==> src/rtl/riscv_pkg.sv <==
// Shared RISC-V decode constants: major opcodes, canonical NOP and the
// decode-entry buffer state encoding ({skid_v, main_v}).
package riscv_pkg;

  localparam logic [6:0] OP     = 7'b0110011;
  localparam logic [6:0] OP_IMM = 7'b0010011;
  localparam logic [6:0] LOAD   = 7'b0000011;
  localparam logic [6:0] STORE  = 7'b0100011;
  localparam logic [6:0] BRANCH = 7'b1100011;
  localparam logic [6:0] JALR   = 7'b1100111;
  localparam logic [6:0] LUI    = 7'b0110111;
  localparam logic [6:0] AUIPC  = 7'b0010111;
  localparam logic [6:0] JAL    = 7'b1101111;

  localparam logic [31:0] NOP = 32'h0000_0013;

  // Bit 1 is skid_v, bit 0 is main_v; 2'b10 can never occur.
  typedef enum logic [1:0] {
    EMPTY = 2'b00,
    ONE   = 2'b01,
    TWO   = 2'b11
  } id_state_t;

endpackage

==> src/rtl/riscv_rs_use_dec.sv <==
// Decodes which source-register fields an opcode actually reads, so that
// hazard detection ignores immediate bits that happen to alias rs1/rs2.
module riscv_rs_use_dec
  import riscv_pkg::*;
(
  input  logic [6:0] opcode,
  output logic       use_rs1,
  output logic       use_rs2
);

  always_comb begin
    use_rs1 = 1'b0;
    use_rs2 = 1'b0;
    case (opcode)
      OP, STORE, BRANCH: begin
        use_rs1 = 1'b1;
        use_rs2 = 1'b1;
      end
      OP_IMM, LOAD, JALR: use_rs1 = 1'b1;
      default: ;
    endcase
  end

endmodule

==> src/rtl/riscv_id_ctrl.sv <==
// Decode-stage entry controller: two-entry skid buffer between fetch and
// decode, load-use stall generation, flush handling and a stall counter.
module riscv_id_ctrl
  import riscv_pkg::*;
#(
  parameter int IBUS_DATA_WIDTH = 32,
  parameter int PC_WIDTH        = 64,
  parameter int CNT_WIDTH       = 32
) (
  input  logic                       clk,
  input  logic                       rst,
  input  logic                       if_valid,
  output logic                       if_ready,
  input  logic [IBUS_DATA_WIDTH-1:0] if_instr,
  input  logic [PC_WIDTH-1:0]        if_pc,
  input  logic                       flush,
  input  logic                       ex_is_load,
  input  logic [4:0]                 ex_rd,
  output logic                       id_valid,
  input  logic                       id_ready,
  output logic [IBUS_DATA_WIDTH-1:0] id_instr,
  output logic [PC_WIDTH-1:0]        id_pc,
  output logic [CNT_WIDTH-1:0]       stall_cnt
);

  id_state_t state_q, state_d;

  logic                       main_v, skid_v;
  logic [IBUS_DATA_WIDTH-1:0] main_instr, skid_instr;
  logic [PC_WIDTH-1:0]        main_pc, skid_pc;
  logic                       load_main_in, load_main_skid, load_skid;
  logic                       accept_in, fire_out;
  logic                       use_rs1, use_rs2, haz;
  logic [4:0]                 rs1, rs2;
  logic [CNT_WIDTH-1:0]       cnt_q;

  assign main_v = state_q[0];
  assign skid_v = state_q[1];

  // Ready depends only on registered state, breaking any id_ready -> if_ready path.
  assign if_ready  = ~skid_v;
  assign accept_in = if_valid & if_ready;
  assign fire_out  = id_valid & id_ready;

  assign rs1 = main_instr[19:15];
  assign rs2 = main_instr[24:20];

  riscv_rs_use_dec u_rs_use_dec (
    .opcode  (main_instr[6:0]),
    .use_rs1 (use_rs1),
    .use_rs2 (use_rs2)
  );

  assign haz = main_v & ex_is_load & (ex_rd != 5'd0) &
               ((use_rs1 & (rs1 == ex_rd)) | (use_rs2 & (rs2 == ex_rd)));

  assign id_valid  = main_v & ~haz;
  assign id_instr  = main_instr;
  assign id_pc     = main_pc;
  assign stall_cnt = cnt_q;

  always_ff @(posedge clk) begin
    if (rst) state_q <= EMPTY;
    else     state_q <= state_d;
  end

  always_comb begin
    state_d        = state_q;
    load_main_in   = 1'b0;
    load_main_skid = 1'b0;
    load_skid      = 1'b0;
    if (flush) begin
      state_d = EMPTY;
    end else begin
      case (state_q)
        EMPTY: begin
          if (accept_in) begin
            load_main_in = 1'b1;
            state_d      = ONE;
          end
        end
        ONE: begin
          if (fire_out && accept_in) begin
            load_main_in = 1'b1;
          end else if (fire_out) begin
            state_d = EMPTY;
          end else if (accept_in) begin
            load_skid = 1'b1;
            state_d   = TWO;
          end
        end
        TWO: begin
          if (fire_out) begin
            load_main_skid = 1'b1;
            state_d        = ONE;
          end
        end
        default: state_d = EMPTY;
      endcase
    end
  end

  // Main slot keeps its last contents while empty so id_instr stays stable.
  always_ff @(posedge clk) begin
    if (rst) begin
      main_instr <= IBUS_DATA_WIDTH'(NOP);
      main_pc    <= '0;
    end else if (load_main_in) begin
      main_instr <= if_instr;
      main_pc    <= if_pc;
    end else if (load_main_skid) begin
      main_instr <= skid_instr;
      main_pc    <= skid_pc;
    end
  end

  always_ff @(posedge clk) begin
    if (load_skid) begin
      skid_instr <= if_instr;
      skid_pc    <= if_pc;
    end
  end

  always_ff @(posedge clk) begin
    if (rst) begin
      cnt_q <= '0;
    end else if (haz && !flush && (cnt_q != '1)) begin
      cnt_q <= cnt_q + CNT_WIDTH'(1);
    end
  end

endmodule

==> config.mk <==
export PLATFORM = sky130hd
export DESIGN_NAME = riscv_id_ctrl
export DESIGN_NICKNAME = d
export VERILOG_FILES = /design/src/rtl/riscv_pkg.sv /design/src/rtl/riscv_rs_use_dec.sv /design/src/rtl/riscv_id_ctrl.sv
export SDC_FILE = /design/constraint.sdc
export NUM_CORES = 1
export LEC_CHECK = 0
export CAP_MARGIN = 20
export CORE_MARGIN = 4
export CORE_UTILIZATION = 45
export CTS_CLUSTER_DIAMETER = 60
export CTS_CLUSTER_SIZE = 10
export DETAILED_ROUTE_END_ITERATION = 10
export PLACE_DENSITY = 0.71
export SYNTH_ARGS = -nofsm -noshare
export SYNTH_HDL_FRONTEND = slang
export SYNTH_SLANG_ARGS = --single-unit
==> constraint.sdc <==
create_clock -name clk -period 11.7 [get_ports clk]
set_input_delay 2.34 -clock clk [delete_from_list [all_inputs] [get_ports clk]]
set_output_delay 2.34 -clock clk [all_outputs]
set_load 0.05 [all_outputs]
==> results.json <==
{
  "critPathArrivalTime_ps": 4720,
  "rows": 53,
  "multi_input_area_um2": 3989,
  "ys_warn_count": 0,
  "worstSetupEndpointType": "output pin",
  "critPathMaxStageDelay_ps": 870,
  "nets": 1115,
  "ys_seq_area_frac": 0.5573,
  "die_area_um2": 24300,
  "io_pins": 237,
  "die_x_um": 155.9,
  "initial_core_util": 0.4624,
  "cts_tree": "built",
  "slowest_stage": "clkdlybuf4s50_1",
  "gp_congestion": 0.8190,
  "yosysTopAreaCellShare": 0.2929,
  "syn_area_um2": 9842,
  "core_um2": 21290,
  "drv_slew": 0,
  "hold_path_class": "reg2reg",
  "synth-seq-cells": 226,
  "path_cells": "clkdlybuf4s50_1 > or4_1 > nor2_2 > nor3_2 > a21oi_1 > clkdlybuf4s50_1",
  "synthTopCellsByCount": "a211oi_1, dfxtp_1, mux2i_1",
  "yosysUniqueCellTypes": 52,
  "grt_pass1_wl_mm": 40.01,
  "layout-drive-gt1-share": 0.09286,
  "first_pass_iters": 4,
  "clockRootBuffer": "clkbuf_16",
  "async_reset_ff_frac": 0,
  "maxClockFrequency_mhz": 141.6,
  "hold_slack_ps": 494.6,
  "die_h_um": 155.9,
  "cp.buffers_inverters": 2,
  "fin_crit_ps": 7062,
  "synth_most_common_cell": "a211oi_1",
  "cts_resized": 0,
  "tightest_slew_ps": 1135,
  "power_density_nw_per_um2": 143.6,
  "fin_setup_tns_ps": 0,
  "synth_edf_count": 96,
  "maxCapViolations": 0,
  "cp_common_cell": "clkdlybuf4s50_1",
  "syn_inst": 804,
  "max_slew_margin": 0.2436,
  "cts_max_path_buffers": 3,
  "setup_viol": 0,
  "yosys.area.top_type": "edfxtp_1",
  "grt_pass1_vias": 7153,
  "syn_avg_cell_area_um2": 12.24,
  "antenna_found_initial": 0,
  "drt-total-wl_mm": 26.08,
  "viasPerCell": 5.780,
  "wire_per_inst_um": 20.09,
  "rsz0062_at_grt": "no",
  "diodes": 0,
  "status": "completed",
  "skew_ps": 10.51,
  "dr_total_vias": 7502,
  "clkTransAtPathRegs_ps": 50,
  "portBuffers": 236,
  "postCtsSetupRepairBufs": 0,
  "cp.required_ps": 9360,
  "fill_cells": 1734,
  "grt_max_degree": 94,
  "p_leak_uw": 0.003859,
  "syn2layout_area_growth_pct": 32.70,
  "drtIter0Drc": 393,
  "clkSinkCount": 226,
  "htreeDepth": 1,
  "worst-path-max-fanout": 6,
  "final_hold_viol_count": 0,
  "dpl.hpwl_mm": 16.03,
  "regArea_um2": 5485,
  "syn_nets": 916,
  "grt_use_total": 0.2019,
  "cts_buffers": 26,
  "drc_errors": 0,
  "crit_family": "buffers and inverters",
  "path_class": "in2out",
  "yosys-top-cells-area": "edfxtp_1, dfxtp_1, a211oi_1, mux2i_1, a211oi_2",
  "synth_top_flop_cell": "dfxtp_1",
  "hold_buffers": 0,
  "layout_worst_path_cycle_share": 0.6036,
  "peakVddDrop_mv": 0.09279,
  "clk_latency_ps": 510,
  "antenna_left": 0,
  "overflow": 0,
  "critPathLaunchType": "primary input"
}
flip-flops by register name, summed over array words and instances (netlist names):
| signal | flops |
|---|---|
| id_pc | 64 |
| skid_pc | 64 |
| id_instr | 32 |
| skid_instr | 32 |
| stall_cnt | 32 |
| state_q | 2 |
cell families after synthesis:
kind of cell / Yosys count / share of synthesized area
buffers and inverters: 82 / 0.04259
AOI/OAI and AO/OA: 263 / 0.2121
and+or+nand+nor: 117 / 0.07005
muxes: 99 / 0.1009
DFF: 226 / 0.5573
adders and majority gates: 5 / 0.006356
xor gates and xnor gates: 12 / 0.01068
worst paths after layout:
check,start,endpoint,slack (ps),cells after the start
min reg2reg,stall_cnt[15],stall_cnt[15],490,2
max,ex_rd[1],id_valid,4640,6
max reg2reg,state_q[1],id_pc[40],8540,7
min,stall_cnt[15],stall_cnt[15],490,2
worst reg2reg max path: stages (launching register included):
cell,delay [ps]
dfxtp_1,440
nor2b_1,170
nand2b_4,400
buf_4,670
nor2_1,190
a31oi_4,200
buf_4,720
a211oi_1,210
power by group:
part           internal [µW]  leakage, µW  switching [µW]  total (µW)
combinational            108      0.00157             174         283
clock                    428     0.000360             294         723
sequential               853      0.00193            17.3         871
total                   1390      0.00386             486        1880
metrics by stage:
step | util | instances | setup slack, ps | power (µW) | area (µm²)
after global routing | 0.6135 | 1298 | 4534 | 1945 | 13060
final | 0.6135 | 1298 | 4638 | 1876 | 13060
after CTS | 0.6122 | 1297 | 4619 | 1898 | 13030
after detailed placement | 0.5767 | 1249 | 4616 | 1170 | 12280
after floorplan | - | 804 | 750.6 | 1054 | 9842
after global placement | 0.5767 | 1249 | 4683 | 1168 | 12280
layout make-up:
class,count,area share
repair buffers,247,0.1885
clock inverters,1,0.0003832
clock buffers,47,0.05748
multi-input cells,496,0.3054
flip-flops and latches,226,0.4200
inverters,6,0.001820
well taps,275,0.02635
metal layers:
metal | part of all wire | up-vias | track usage
met5 | 0 | - | 0
met4 | 0.023 | 0 | 0.05377
met3 | 0.077 | 43 | 0.05687
met2 | 0.47 | 232 | 0.3207
met1 | 0.42 | 3630 | 0.2735
li1 | - | 3597 | -
placed cells by master, fill, tap and decap left out, types with 18 or more instances in the layout:
| master | n |
|---|---|
| a211oi_1 | 149 |
| a211oi_2 | 37 |
| a21oi_1 | 31 |
| clkbuf_1 | 20 |
| clkbuf_16 | 27 |
| clkdlybuf4s50_1 | 235 |
| dfxtp_1 | 130 |
| edfxtp_1 | 96 |
| mux2i_1 | 97 |
| nand3_1 | 18 |
| o31ai_1 | 23 |
| or4_1 | 24 |
No activity file was read; power rests on OpenSTA's default activity.
